File: config.mk
export PLATFORM = sky130hd
export DESIGN_NAME = decode_stage
export DESIGN_NICKNAME = d
export VERILOG_FILES = /design/src/rtl/decode_pkg.sv /design/src/rtl/decode_skid.sv /design/src/rtl/decode_stage.sv
export SDC_FILE = /design/constraint.sdc
export NUM_CORES = 1
export LEC_CHECK = 0
export BUFFER_PORTS_ARGS = -buffer_cell sky130_fd_sc_hd__buf_2
export CAP_MARGIN = 20
export CORE_MARGIN = 2
export CORE_UTILIZATION = 45
export CTS_CLUSTER_SIZE = 20
export DETAILED_ROUTE_END_ITERATION = 7
export PLACE_DENSITY = 0.66
export SETUP_SLACK_MARGIN = 0.1
export SYNTH_ARGS = -nofsm -noshare
export SYNTH_HDL_FRONTEND = slang
export SYNTH_HIERARCHICAL = 1
export SYNTH_SLANG_ARGS = --single-unit
File: constraint.sdc
create_clock -name clk -period 2.7 [get_ports clk]
set_input_delay 0.405 -clock clk [delete_from_list [all_inputs] [get_ports clk]]
set_output_delay 0.405 -clock clk [all_outputs]
set_load 0.05 [all_outputs]
File: src/rtl/decode_pkg.sv
// Shared type codes and field helpers for the TinyCPU decode stage.
package decode_pkg;

    localparam int TYPE_NOP      = 0;
    localparam int TYPE_LOAD_IMM = 1;
    localparam int TYPE_LOAD_MEM = 2;
    localparam int TYPE_STORE    = 3;
    localparam int TYPE_ALU      = 4;
    localparam int TYPE_JUMP     = 5;

    localparam int NUM_TYPES_DEFAULT = 6;

    // Widest instruction word the slice helper can handle.
    localparam int FIELD_MAX_W = 64;

    function automatic logic [FIELD_MAX_W-1:0] field_at(
        input logic [FIELD_MAX_W-1:0] word,
        input int unsigned            lsb,
        input int unsigned            width
    );
        logic [FIELD_MAX_W-1:0] mask;
        if (width >= FIELD_MAX_W) begin
            mask = '1;
        end else begin
            mask = (FIELD_MAX_W'(1) << width) - FIELD_MAX_W'(1);
        end
        return (word >> lsb) & mask;
    endfunction

endpackage

File: src/rtl/decode_skid.sv
// Two-entry valid/ready skid buffer: main register drives the output,
// skid register absorbs one accept while the consumer stalls.
module decode_skid #(
    parameter int WIDTH = 8
) (
    input  logic             clk,
    input  logic             rst_n,
    input  logic             flush,
    input  logic             in_valid,
    output logic             in_ready,
    input  logic [WIDTH-1:0] in_data,
    output logic             out_valid,
    input  logic             out_ready,
    output logic [WIDTH-1:0] out_data
);

    logic [WIDTH-1:0] main_q, main_d;
    logic [WIDTH-1:0] skid_q, skid_d;
    logic             main_vld_q, main_vld_d;
    logic             skid_vld_q, skid_vld_d;
    logic             in_ready_q;
    logic             accept;
    logic             deliver;

    assign accept  = in_valid & in_ready_q;
    assign deliver = main_vld_q & out_ready;

    always_comb begin
        main_d     = main_q;
        skid_d     = skid_q;
        main_vld_d = main_vld_q;
        skid_vld_d = skid_vld_q;
        if (flush) begin
            main_d     = '0;
            skid_d     = '0;
            main_vld_d = 1'b0;
            skid_vld_d = 1'b0;
        end else if (!main_vld_q || deliver) begin
            // in_ready is low whenever skid is full, so accept cannot collide with the skid drain
            if (skid_vld_q) begin
                main_d     = skid_q;
                main_vld_d = 1'b1;
                skid_vld_d = 1'b0;
            end else if (accept) begin
                main_d     = in_data;
                main_vld_d = 1'b1;
            end else begin
                main_vld_d = 1'b0;
            end
        end else if (accept) begin
            skid_d     = in_data;
            skid_vld_d = 1'b1;
        end
    end

    always_ff @(posedge clk) begin
        if (!rst_n) begin
            main_q     <= '0;
            skid_q     <= '0;
            main_vld_q <= 1'b0;
            skid_vld_q <= 1'b0;
            in_ready_q <= 1'b0;
        end else begin
            main_q     <= main_d;
            skid_q     <= skid_d;
            main_vld_q <= main_vld_d;
            skid_vld_q <= skid_vld_d;
            in_ready_q <= ~skid_vld_d;
        end
    end

    assign in_ready  = in_ready_q;
    assign out_valid = main_vld_q;
    assign out_data  = main_q;

endmodule

File: src/rtl/decode_stage.sv
// TinyCPU decode stage: combinational field decode into a semantic bundle,
// buffered by a 2-entry skid, with a saturating illegal-instruction counter.
module decode_stage
    import decode_pkg::*;
#(
    parameter int INSTR_W    = 32,
    parameter int TYPE_W     = 5,
    parameter int REG_W      = 5,
    parameter int ALU_OP_W   = 5,
    parameter int IMM_W      = 16,
    parameter int DATA_W     = 32,
    parameter int IMM_SIGNED = 0,
    parameter int NUM_TYPES  = NUM_TYPES_DEFAULT,
    parameter int CNT_W      = 16
) (
    input  logic                clk,
    input  logic                rst_n,
    input  logic                flush,
    input  logic                in_valid,
    output logic                in_ready,
    input  logic [INSTR_W-1:0]  in_instr,
    output logic                out_valid,
    input  logic                out_ready,
    output logic [TYPE_W-1:0]   out_type,
    output logic                out_illegal,
    output logic [REG_W-1:0]    out_rs0,
    output logic [REG_W-1:0]    out_rs1,
    output logic [REG_W-1:0]    out_rd,
    output logic                out_rs0_en,
    output logic                out_rs1_en,
    output logic                out_rd_en,
    output logic [ALU_OP_W-1:0] out_alu_op,
    output logic [DATA_W-1:0]   out_imm,
    output logic [CNT_W-1:0]    illegal_count
);

    localparam int TYPE_LSB = INSTR_W - TYPE_W;
    localparam int A_LSB    = TYPE_LSB - REG_W;
    localparam int B_LSB    = A_LSB - REG_W;
    localparam int C_LSB    = B_LSB - REG_W;
    localparam int OP_LSB   = C_LSB - ALU_OP_W;
    localparam int IMM_LSB  = TYPE_LSB - IMM_W;
    localparam int IR_LSB   = IMM_LSB - REG_W;
    localparam int BUNDLE_W = TYPE_W + 1 + 3 * REG_W + 3 + ALU_OP_W + DATA_W;

    if (OP_LSB < 0 || IR_LSB < 0 || DATA_W < IMM_W || INSTR_W > FIELD_MAX_W) begin : g_bad_cfg
        $error("decode_stage: field layout does not fit the instruction word");
    end

    logic [TYPE_W-1:0]   f_type;
    logic [REG_W-1:0]    f_a, f_b, f_c, f_ir;
    logic [ALU_OP_W-1:0] f_op;
    logic [IMM_W-1:0]    f_imm;
    logic [DATA_W-1:0]   f_imm_ext;

    assign f_type = TYPE_W'(field_at(FIELD_MAX_W'(in_instr), TYPE_LSB, TYPE_W));
    assign f_a    = REG_W'(field_at(FIELD_MAX_W'(in_instr), A_LSB, REG_W));
    assign f_b    = REG_W'(field_at(FIELD_MAX_W'(in_instr), B_LSB, REG_W));
    assign f_c    = REG_W'(field_at(FIELD_MAX_W'(in_instr), C_LSB, REG_W));
    assign f_op   = ALU_OP_W'(field_at(FIELD_MAX_W'(in_instr), OP_LSB, ALU_OP_W));
    assign f_imm  = IMM_W'(field_at(FIELD_MAX_W'(in_instr), IMM_LSB, IMM_W));
    assign f_ir   = REG_W'(field_at(FIELD_MAX_W'(in_instr), IR_LSB, REG_W));

    assign f_imm_ext = (IMM_SIGNED != 0) ? DATA_W'($signed(f_imm)) : DATA_W'(f_imm);

    logic                dec_illegal;
    logic [REG_W-1:0]    dec_rs0, dec_rs1, dec_rd;
    logic                dec_rs0_en, dec_rs1_en, dec_rd_en;
    logic [ALU_OP_W-1:0] dec_alu_op;
    logic [DATA_W-1:0]   dec_imm;

    always_comb begin
        dec_illegal = (32'(f_type) >= 32'(NUM_TYPES));
        dec_rs0     = '0;
        dec_rs1     = '0;
        dec_rd      = '0;
        dec_rs0_en  = 1'b0;
        dec_rs1_en  = 1'b0;
        dec_rd_en   = 1'b0;
        dec_alu_op  = '0;
        dec_imm     = '0;
        if (!dec_illegal) begin
            case (32'(f_type))
                TYPE_LOAD_IMM: begin
                    dec_rd    = f_ir;
                    dec_rd_en = 1'b1;
                    dec_imm   = f_imm_ext;
                end
                TYPE_LOAD_MEM: begin
                    dec_rs0    = f_a;
                    dec_rd     = f_b;
                    dec_rs0_en = 1'b1;
                    dec_rd_en  = 1'b1;
                end
                TYPE_STORE, TYPE_JUMP: begin
                    dec_rs0    = f_a;
                    dec_rs1    = f_b;
                    dec_rs0_en = 1'b1;
                    dec_rs1_en = 1'b1;
                end
                TYPE_ALU: begin
                    dec_rs0    = f_a;
                    dec_rs1    = f_b;
                    dec_rd     = f_c;
                    dec_alu_op = f_op;
                    dec_rs0_en = 1'b1;
                    dec_rs1_en = 1'b1;
                    dec_rd_en  = 1'b1;
                end
                default: ;
            endcase
        end
    end

    logic [BUNDLE_W-1:0] dec_bundle;
    logic [BUNDLE_W-1:0] out_bundle;

    assign dec_bundle = {f_type, dec_illegal, dec_rs0, dec_rs1, dec_rd,
                         dec_rs0_en, dec_rs1_en, dec_rd_en, dec_alu_op, dec_imm};

    decode_skid #(
        .WIDTH (BUNDLE_W)
    ) u_skid (
        .clk       (clk),
        .rst_n     (rst_n),
        .flush     (flush),
        .in_valid  (in_valid),
        .in_ready  (in_ready),
        .in_data   (dec_bundle),
        .out_valid (out_valid),
        .out_ready (out_ready),
        .out_data  (out_bundle)
    );

    assign {out_type, out_illegal, out_rs0, out_rs1, out_rd,
            out_rs0_en, out_rs1_en, out_rd_en, out_alu_op, out_imm} = out_bundle;

    // Counted on delivery, so a handshake coinciding with flush still counts.
    logic [CNT_W-1:0] illegal_count_q, illegal_count_d;

    always_comb begin
        illegal_count_d = illegal_count_q;
        if (out_valid && out_ready && out_illegal && (illegal_count_q != '1)) begin
            illegal_count_d = illegal_count_q + 1'b1;
        end
    end

    always_ff @(posedge clk) begin
        if (!rst_n) begin
            illegal_count_q <= '0;
        end else begin
            illegal_count_q <= illegal_count_d;
        end
    end

    assign illegal_count = illegal_count_q;

endmodule

==> run metrics <==
Crit path arrival time 2.24 ns; Final WS setup 0.8054 ns; die width 125.1 um; Req. time, crit path 3.04 ns; I/O Pins 116; CTS H-tree depth 4; GRT Total Usage 0.2054; ant diodes 0; largest cells by area after synthesis dfxtp_1 (43%), a211oi_2 (11%), a21oi_1 (10%); clk buf depth 2; Final setup viols 0; setup repair bufs after CTS 0; layout cells sized above 1 0.2642; post-synth top area share 0.4274; Final ANT Viol Nets 0; largest net degree at the start of global routing 65; Hold Crit Class in -> reg; Synth Area per Inst 9.109 um2; clock sinks 141; CP Capture Type flop; Die Ht 125.1 um; Nets 873; clock root cell clkbuf_16; Static Leak 0.002771 uW; outcome complete, no violations; vias in the first global route 5061; FF+latch count, synth 141; Worst-Margin Slew 0.7385 ns; final WL 15.78 mm; Reg clk slew, reported paths 0.06 ns; Power Density 605.2 nW/um2; DIE AREA 15660 um2; # port buffers 109; cell row count 44; min cycle time layout 1.895 ns; final worst path period share 0.7017; drt pass-1 iters 4; worst path cell trace nand3_2, or3_4, or4_1, a21oi_1; VDD IR max 391.8 uV; Area growth syn-to-layout 18.68%; DR vias/cell 5.260; via count 5428; DRC viols 0; EDFF count, synth 0; async set or reset register ratio after synthesis 0; Num CTS Buffers 17; drt wl/cell 15.29 um; Startpoint Class flop; Critical Path Max Stage Delay 0.52 ns; hold bufs inserted after CTS 0; crit path kind reg -> reg; first-pass GRT wire length 26.08 mm; CP max stage cell or4_1; FMAX 527.8 MHz; setup TNS 0 ns; Post-Synthesis Cell Area 6604 um2; pre-CTS setup slack 0.7420 ns; Post-CTS Resized 0; initial antenna violation count 0; max cap viols 0; RSZ-0062 raised after global routing no; CTS tree yes; post-DP HPWL 9.900 mm; Core ar. 14420 um2; ys flop type dfxtp_1; maximum fanout along the worst path 11; clock skew 0.004769 ns; starting density of the core 0.4578; number of synthesis warnings 6; initial DRC count 367; Final Hold Violating Endpoints 0; Netlist cell types 45; gpl congestion 0.7830; post-synthesis sequential area ratio 0.4274; Gate Count Post-Synth 725; Final Slew Violations 0; grt ovf 0; worst skew pair latency 0.41 ns; count leader, synth nand2_1; top cells by count, synth nand2_1 (147), dfxtp_1 (141), a21oi_1 (135); Rel. slew slack 0.5076; area leader, netlist dfxtp_1
==> worst max-delay path: cells and delay by family (launching register included) <==
family	cells	cell delay [ns]
compound gates	1	0.15
flops	1	0.47
simple gates	3	1.21
==> power breakdown <==
group	leakage (uW)	switching, uW	total (uW)	internal, uW
Combinational	0.00135	310	426	116
Sequential	0.00114	17.3	2130	2110
Clock	0.000278	842	2190	1350
Total	0.00277	1170	4740	3570
==> through the flow <==
| step | cells | hold WS [ns] | cell area [um2] | total power, uW | utilization |
|---|---|---|---|---|---|
| detailed placement | 1000 | 0.4467 | 7276 | 2601 | 0.5044 |
| global placement | 1000 | 0.4415 | 7276 | 2599 | 0.5044 |
| global route | 1032 | 0.1789 | 7838 | 4921 | 0.5434 |
| CTS | 1032 | 0.1594 | 7838 | 4796 | 0.5434 |
| floorplan | 756 | 0.4360 | 6720 | 2506 | - |
| finish | 1032 | 0.1785 | 7838 | 4743 | 0.5434 |
==> flip-flops by register name (all words and copies together) (netlist names) <==
| name | cells |
|---|---|
| illegal_count | 16 |
| u_skid/out_valid | 1 |
| u_skid/out_data | 61 |
| u_skid/skid_vld_q | 1 |
| u_skid/skid_q | 61 |
| u_skid/in_ready | 1 |
==> layer usage <==
metal  GRT usage  up-vias  share of wire
li1            -     2769              -
met1      0.2746     2548           0.47
met2      0.3299       98           0.49
met3     0.04621       13          0.034
met4     0.06863        0          0.010
met5           0        -              0
==> final timing paths <==
path / startpoint / to / slack (ns) / cells past startpoint
setup / recovery: illegal_count[2]$_SDFFE_PN0P_ / illegal_count[14]$_SDFFE_PN0P_ / 0.81 / 4
hold / removal: flush / u_skid/skid_vld_q$_SDFF_PN0_ / 0.18 / 2
setup reg to reg: illegal_count[2]$_SDFFE_PN0P_ / illegal_count[14]$_SDFFE_PN0P_ / 0.81 / 4
hold reg to reg: u_skid/skid_q[13]$_SDFFE_PP0P_ / u_skid/skid_q[13]$_SDFFE_PP0P_ / 0.45 / 2
==> placed cells by master (no fill, tap or decap), drive strengths merged, types with 7 or more instances in the layout <==
cell | synthesis | layout
nand2 | 147 | 147
dfxtp | 141 | 141
a21oi | 135 | 135
buf | 32 | 123
mux2i | 66 | 66
a211oi | 62 | 62
conb | 1 | 32
and2 | 30 | 30
clkbuf | 31 | 27
nand2b | 8 | 8
nor3 | 7 | 7
nand3 | 7 | 7
==> cell type report <==
type                       count  area, um2
clock inverter                 5      27.53
multi-input combinational    548       3503
inverter                       4      15.01
sequential                   141       2826
clock buffer                  27      534.3
timing repair buffer         123      700.7
fill                        1392       6586
tap                          184      230.2
==> logic make-up after synthesis <==
kind of cell | share of synthesized area
flops | 0.4274
mux | 0.1000
compound gates | 0.2402
buf+inv | 0.06252
simple gates | 0.1673
other cells | 0.0005679
fa+ha+maj | 0.001894
(Power assumes the default switching activity.)
